### src/rtl/buzzer_melody_seq_if.sv
// buzzer_melody_seq_if: control inputs and PWM/status outputs of the melody sequencer.
interface buzzer_melody_seq_if;
    logic        start;
    logic        stop;
    logic        loop;
    logic [1:0]  volume;
    logic [31:0] period;
    logic [31:0] duty;
    logic        buzzer_en;
    logic        busy;
    logic [2:0]  note_idx;
    logic        done;
    modport master (
        output start, stop, loop, volume,
        input  period, duty, buzzer_en, busy, note_idx, done
    );
    modport slave (
        input  start, stop, loop, volume,
        output period, duty, buzzer_en, busy, note_idx, done
    );
endinterface

### src/rtl/buzzer_melody_seq.sv
// buzzer_melody_seq: plays the C4..C5 scale through the pwm datapath, one note then one gap per step.
module buzzer_melody_seq #(
    parameter int unsigned NOTE_CYCLES = 12_500_000,
    parameter int unsigned GAP_CYCLES  = 2_500_000
) (
    input logic clk,
    input logic rst_n,
    buzzer_melody_seq_if.slave bus
);
    typedef enum logic [1:0] {IDLE, PLAY, GAP} state_t;
    // phase steps for f * 2^32 / 50 MHz
    localparam logic [31:0] ROM [8] = '{32'd22506, 32'd25254, 32'd28347, 32'd29979,
                                        32'd33673, 32'd37796, 32'd42434, 32'd44925};
    state_t      state, state_d;
    logic [31:0] timer, timer_d;
    logic [2:0]  idx_d;
    logic        loop_q, loop_d;
    logic [31:0] duty_d, period_d;
    logic        buzzer_en_d, busy_d, done_d;

    always_ff @(posedge clk or negedge rst_n) begin
        if (!rst_n) begin
            state         <= IDLE;
            timer         <= '0;
            loop_q        <= 1'b0;
            bus.note_idx  <= '0;
            bus.duty      <= 32'h2000_0000;
            bus.period    <= '0;
            bus.buzzer_en <= 1'b0;
            bus.busy      <= 1'b0;
            bus.done      <= 1'b0;
        end else begin
            state         <= state_d;
            timer         <= timer_d;
            loop_q        <= loop_d;
            bus.note_idx  <= idx_d;
            bus.duty      <= duty_d;
            bus.period    <= period_d;
            bus.buzzer_en <= buzzer_en_d;
            bus.busy      <= busy_d;
            bus.done      <= done_d;
        end
    end

    // stop outranks start and every timer expiry
    always_comb begin
        state_d = state;
        timer_d = timer + 32'd1;
        idx_d   = bus.note_idx;
        loop_d  = loop_q;
        duty_d  = bus.duty;
        done_d  = 1'b0;
        if (bus.stop) begin
            state_d = IDLE;
            timer_d = '0;
        end else begin
            case (state)
                IDLE: begin
                    timer_d = '0;
                    if (bus.start) begin
                        state_d = PLAY;
                        idx_d   = '0;
                        loop_d  = bus.loop;
                        duty_d  = {{1'b0, bus.volume} + 3'd1, 29'd0};
                    end
                end
                PLAY: begin
                    if (timer == NOTE_CYCLES - 1) begin
                        state_d = GAP;
                        timer_d = '0;
                    end
                end
                GAP: begin
                    if (timer == GAP_CYCLES - 1) begin
                        timer_d = '0;
                        if (bus.note_idx != 3'd7 || loop_q) begin
                            state_d = PLAY;
                            idx_d   = bus.note_idx + 3'd1;
                        end else begin
                            state_d = IDLE;
                            done_d  = 1'b1;
                        end
                    end
                end
                default: begin
                    state_d = IDLE;
                    timer_d = '0;
                end
            endcase
        end
    end

    always_comb begin
        period_d    = state_d == PLAY ? ROM[idx_d] : 32'd0;
        buzzer_en_d = state_d == PLAY;
        busy_d      = state_d != IDLE;
    end
endmodule
### src/flat_wrapper.sv
// flat-port wrapper written by rule: the top's interface ports become plain ports
module buzzer_melody_seq_flat 
#(
    parameter int unsigned NOTE_CYCLES = 12_500_000,
    parameter int unsigned GAP_CYCLES  = 2_500_000
)
  (clk, rst_n, bus_start, bus_stop, bus_loop, bus_volume, bus_period, bus_duty, bus_buzzer_en, bus_busy, bus_note_idx, bus_done);
  buzzer_melody_seq_if bus_i ();
  input logic clk;
  input logic rst_n;
  input wire logic [$bits(bus_i.start)-1:0] bus_start;
  input wire logic [$bits(bus_i.stop)-1:0] bus_stop;
  input wire logic [$bits(bus_i.loop)-1:0] bus_loop;
  input wire logic [$bits(bus_i.volume)-1:0] bus_volume;
  output wire logic [$bits(bus_i.period)-1:0] bus_period;
  output wire logic [$bits(bus_i.duty)-1:0] bus_duty;
  output wire logic [$bits(bus_i.buzzer_en)-1:0] bus_buzzer_en;
  output wire logic [$bits(bus_i.busy)-1:0] bus_busy;
  output wire logic [$bits(bus_i.note_idx)-1:0] bus_note_idx;
  output wire logic [$bits(bus_i.done)-1:0] bus_done;
  assign bus_i.start = bus_start;
  assign bus_i.stop = bus_stop;
  assign bus_i.loop = bus_loop;
  assign bus_i.volume = bus_volume;
  assign bus_period = bus_i.period;
  assign bus_duty = bus_i.duty;
  assign bus_buzzer_en = bus_i.buzzer_en;
  assign bus_busy = bus_i.busy;
  assign bus_note_idx = bus_i.note_idx;
  assign bus_done = bus_i.done;
  buzzer_melody_seq #(.NOTE_CYCLES(NOTE_CYCLES), .GAP_CYCLES(GAP_CYCLES)) u_core (.clk(clk), .rst_n(rst_n), .bus(bus_i));
endmodule
### config.mk
export PLATFORM = sky130hd
export DESIGN_NAME = buzzer_melody_seq_flat
export DESIGN_NICKNAME = d
export VERILOG_FILES = /design/src/rtl/buzzer_melody_seq_if.sv /design/src/rtl/buzzer_melody_seq.sv /design/src/flat_wrapper.sv
export SDC_FILE = /design/constraint.sdc
export NUM_CORES = 1
export LEC_CHECK = 0
export ABC_AREA = 1
export BUFFER_PORTS_ARGS = -buffer_cell sky130_fd_sc_hd__buf_2
export CAP_MARGIN = 10
export CORE_MARGIN = 5
export CORE_UTILIZATION = 55
export CTS_CLUSTER_DIAMETER = 100
export CTS_CLUSTER_SIZE = 8
export DETAILED_ROUTE_END_ITERATION = 7
export PLACE_DENSITY = 0.79
export SKIP_CTS_REPAIR_TIMING = 1
export SLEW_MARGIN = 20
export SYNTH_ARGS = -nofsm -noshare
export SYNTH_HDL_FRONTEND = slang
export SYNTH_SLANG_ARGS = --single-unit
### constraint.sdc
create_clock -name clk -period 2.99 [get_ports clk]
set_input_delay 0.1495 -clock clk [delete_from_list [all_inputs] [get_ports clk]]
set_output_delay 0.1495 -clock clk [all_outputs]
set_load 0.02 [all_outputs]
After elaboration in Yosys (flattened, before gate mapping)
Memories as Yosys holds them, arrays and structs flattened.
Cells that the tools add are included.
Cells by class
  bitwise operators: 2
  add/sub/neg operators: 3
  equal/unequal tests: 6
  muxes and demuxes: 22
  reductions and logical operators: 4
  magnitude comparators: 1
Operator list (number)
  32-bit two-way mux: 6
  32-bit one-hot mux with 2 select lines: 1
  32-bit by 1-bit adder with 32-bit output (second input constant): 1
  32-bit by 22-bit equality test with 1-bit output (second input constant): 1
  32-bit by 24-bit equality test with 1-bit output (second input constant): 1
  3-bit two-way mux: 4
  2-bit two-way mux: 4
  2-bit one-hot mux with 3 select lines: 1
  3-bit one-hot mux with 2 select lines: 1
  1-bit two-way mux: 5
  2-bit by 1-bit equality test with 1-bit output (second input constant): 2
  4-bit greater-or-equal comparator (second input constant): 1
  3-bit inverter with 4-bit output: 1
  2-bit by 1-bit adder with 3-bit output (second input constant): 1
  3-bit by 1-bit adder with 3-bit output (second input constant): 1
  3-bit != test (second input constant): 1
  3-bit AND reduction: 1
  2-bit equality test (second input constant): 1
  2-bit logical NOT: 1
  2-bit nonzero test: 1
  1-bit logical OR: 1
  1-bit inverter: 1
Word-level totals
  ROM bits: 256
  word-level logic and storage cells: 48
  output and inout port bits: 70
  memories kept: 1
  input port bits: 7
  register bits after elaboration: 76
Memories
  (name not given): depth 8, bits a word 32, read ports 1, clocked after memory_dff 0, wr ports 0, line buzzer_melody_seq.sv:94  | period_d = state_d == PLAY ? ROM[idx_d] : 32'd0;

Longest topological paths before layout
  depth in word-level cells: 11
  mapped depth: 15
  gate-level depth less buffers: 15

Worst setup path after synthesis
Ideal clock, no wire load.
  kind: register to register
  start: reg u_core.state[0]
  end: reg u_core.bus.period[8]
  stages on the path, launching flop included: 11
  arrival: 2.190 ns
  setup time: 0.119 ns
  data required time: 2.871 ns
  clock period less this slack: 2.309 ns
  path buffers: 0
  path slack: 0.681 ns
  path through: dfrtp_1 -> inv_1 -> ha_1 -> inv_1 -> a211oi_4 -> nand3_1 -> nand2_1 -> inv_1 -> ha_1 -> nand3_1 -> and2_1
Between the ends
  longest elaborated chain between the ends: 8
  elaborated cells between the ends (all ways): 16
  those cells by class: eq/ne (3); mux (10); bitwise (1); reduce/logical (1); memory (1)
RTL lines
  start, declared: line buzzer_melody_seq.sv:14  | state_t state, state_d;
  start signal, assigned: line buzzer_melody_seq.sv:33  | state <= state_d;
  2-bit equality test or 2-bit logical NOT (tied branches): line buzzer_melody_seq.sv:57  | case (state)
  3-bit one-hot mux with 2 select lines (*): line buzzer_melody_seq.sv:57
  3-bit two-way mux (*): line buzzer_melody_seq.sv:53  | if (bus.stop) begin
  named net u_core.idx_d[0]: line buzzer_melody_seq.sv:16  | logic [2:0] idx_d;
  3-bit inverter with 4-bit output (not written as such) (*): line buzzer_melody_seq.sv:94
  memory read 8 x 32 bit (*)
  32-bit two-way mux (not written as such) (*) (2 in a row): line buzzer_melody_seq.sv:94
  32-bit two-way mux (*): line buzzer_melody_seq.sv:94
  named net u_core.period_d[8]: line buzzer_melody_seq.sv:18  | logic [31:0] duty_d, period_d;
  end signal, assigned: line buzzer_melody_seq.sv:38  | bus.period <= period_d;
  end, declared: line buzzer_melody_seq_if.sv:19  | output period, duty, buzzer_en, busy, note_idx, done
Mark *: on every way through the listed nets, which the timed path passes. The rest lies on a longest branch. The select of a mux whose other input is x is not followed.
A chain may end at the register's enable or synchronous reset.

Worst setup path after layout
Ends and elaborated chain as after synthesis.

==> qor.csv <==
metric,value,unit
status,"finished, final reports clean",
die_area,8600,um^2
grt_pass1_wl,13.5,mm
path_max_fanout,6,
crit_path_end_kind,flop,
fin_total_pwr,1.99,mW
rows,30,
postRouteAntennaNets,0,
port_buffers,31,
syn_inst,465,
peakVddDrop,0.333,mV
startpoint_type,flop,
drv_cap,0,
die_h,92.7,um
clkLatencyLatePin,0.35,ns
drive_gt1_share,19.3,%
path_cells,"inv_1, ha_1, inv_1, a211oi_4, nand3_1, nand2_1, inv_1, ha_1, nand3_1, and2_1",
utilization,60.7,%
fin_area,4080,um^2
grt_pass1_vias,2909,
min_path_type,in -> reg,
start_util,56.0,%
yosysMostFrequentCell,nand2_1,
cts_buffers,9,
antenna_found_initial,0,
finalNetCount,530,
layout_setup_ws,0.343,ns
cts.sinks,60,
required,3.23,ns
antenna_cells,0,
ios,77,
synth_top_cell_area_share,39.2,%
max_freq,378,MHz
synth_edf_count,0,
min_period,2.65,ns
die_w,92.7,um
drt_iter0_drc,172,
worst_slew_pin_slew,0.567,ns
overflow,0,
clock_path_buffers,2,
grt_max_degree,45,
root_buffer,clkbuf_8,
fin_tns_setup,0,ns
firstDrtPassIters,5,
yosysTopAreaCell,dfrtp_1,
synth-main-ff-cell,dfrtp_1,
path_class,reg -> reg,
slowest_stage,dfrtp_1,
yosysWarningCount,0,
pre_cts_ws,0.361,ns
cts-htree-levels,3,
whs,0.0453,ns
drc,0,
cts.clk_slew.worst_paths,0.07,ns
cp.arrival,2.89,ns
seq_area_frac_synth,39.9,%
vias,2985,
placed_area,3830,um^2
vias_per_cell,5.04,
wl,7.96,mm
instances_no_fill,592,
fin_crit_sh,88.5,%
cts_tree,yes,
ys_types,37,
coreArea,6720,um^2
dp.cells,574,
track_usage,19.7,%
synth_area_per_cell,8.09,um^2
syn_to_final_growth,8.38,%
synthTopCellsByArea,"dfrtp_1 (39%), buf_4 (9.0%), nand2_1 (8.1%), nor2_1 (7.9%), ha_1 (5.3%)",
rsz0062_at_grt,false,
synthArstFlopShare,100,%
dp.final_hpwl,5.99,mm
max_stage_delay,0.40,ns
power.density,488,nW/um^2
routedWlPerCell,13.4,um
synth_commonest_cells,"nand2_1 (81), nor2_1 (79), dfrtp_1 (59)",
setup_viol,0,
p_leak,1.96,nW
ys_ff_latch,60,
cp_common_cell,inv_1,
relSlewSlack,62.2,%
netlist_area,3760,um^2
fin_worst_skew,0.00735,ns
slew_violations,0,
final-hold-violation-count,0,
routabilityCongestion,0.918,
-- placed cells by master, fill, tap and decap left out, drive strengths merged, types with 10 or more instances in the layout --
cell type / instances
nor3: 21
dfrtp: 59
nor2: 89
conb: 45
ha: 16
buf: 33
nand2: 97
inv: 53
xor2: 13
nand3: 23
clkbuf: 10
-- worst paths after layout --
| check | slack [ns] | start | to | cells past startpoint |
|---|---|---|---|---|
| max in group asynchronous | 1.94 | rst_n | u_core.bus.duty[29]$_DFFE_PN1P_ | 3 |
| hold reg to reg | 0.47 | u_core.timer[0]$_DFF_PN0_ | u_core.timer[0]$_DFF_PN0_ | 1 |
| setup reg to reg | 0.34 | u_core.state[0]$_DFF_PN0_ | u_core.bus.period[8]$_DFF_PN0_ | 10 |
| hold / removal | 0.05 | bus_loop | u_core.loop_q$_DFFE_PN0P_ | 2 |
| min in group asynchronous | 0.34 | rst_n | u_core.timer[23]$_DFF_PN0_ | 2 |
| setup / recovery | 0.34 | u_core.state[0]$_DFF_PN0_ | u_core.bus.period[8]$_DFF_PN0_ | 10 |
-- worst max-delay path: cells and delay by family (launching register included) --
family	cells	cell delay, ns
flops	1	0.40
compound gates	1	0.32
fa+ha+maj	2	0.69
buf+inv	3	0.46
simple gates	4	0.65
-- cell families after synthesis --
family,count (synthesis),synth area share [%]
AND/OR/NAND/NOR,247,31.6
buffers and inverters,101,15.1
flip-flops,60,39.9
AO/OA/AOI/OAI,23,3.86
adder cells (fa/ha/maj),16,5.32
XOR/XNOR,14,3.26
multiplexers,3,0.898
other,1,0.0996
-- cell type report --
class | count | area (um^2)
timing repair buffer | 35 | 193
clock inverter | 6 | 87.6
inverter | 53 | 199
multi-input combinational | 348 | 1860
sequential | 60 | 1500
fill | 594 | 2640
tap | 80 | 100
clock buffer | 10 | 138
-- power breakdown --
| part | internal, mW | total [mW] | switching [mW] | leakage [nW] |
|---|---|---|---|---|
| clock | 0.490 | 0.832 | 0.342 | 0.105 |
| sequential | 0.851 | 0.867 | 0.0168 | 0.817 |
| combinational | 0.0770 | 0.293 | 0.216 | 1.04 |
-- routing by layer --
| layer | global-route usage [%] | share of wire (%) | vias to the layer above |
|---|---|---|---|
| met4 | 5.49 | 1.5 | 0 |
| met5 | 0 | 0 | - |
| met1 | 24.6 | 41 | 1417 |
| met3 | 6.34 | 6.4 | 16 |
| met2 | 32.6 | 51 | 97 |
| li1 | - | - | 1455 |
-- state kept, by name, indices dropped and copies added, names as in the netlist --
signal                cells
u_core.bus.note_idx       3
u_core.bus.duty           3
u_core.bus.busy           1
u_core.timer             32
u_core.loop_q             1
u_core.bus.buzzer_en      1
u_core.state              2
u_core.bus.done           1
u_core.bus.period        16
No activity file was read; power rests on OpenSTA's default activity.
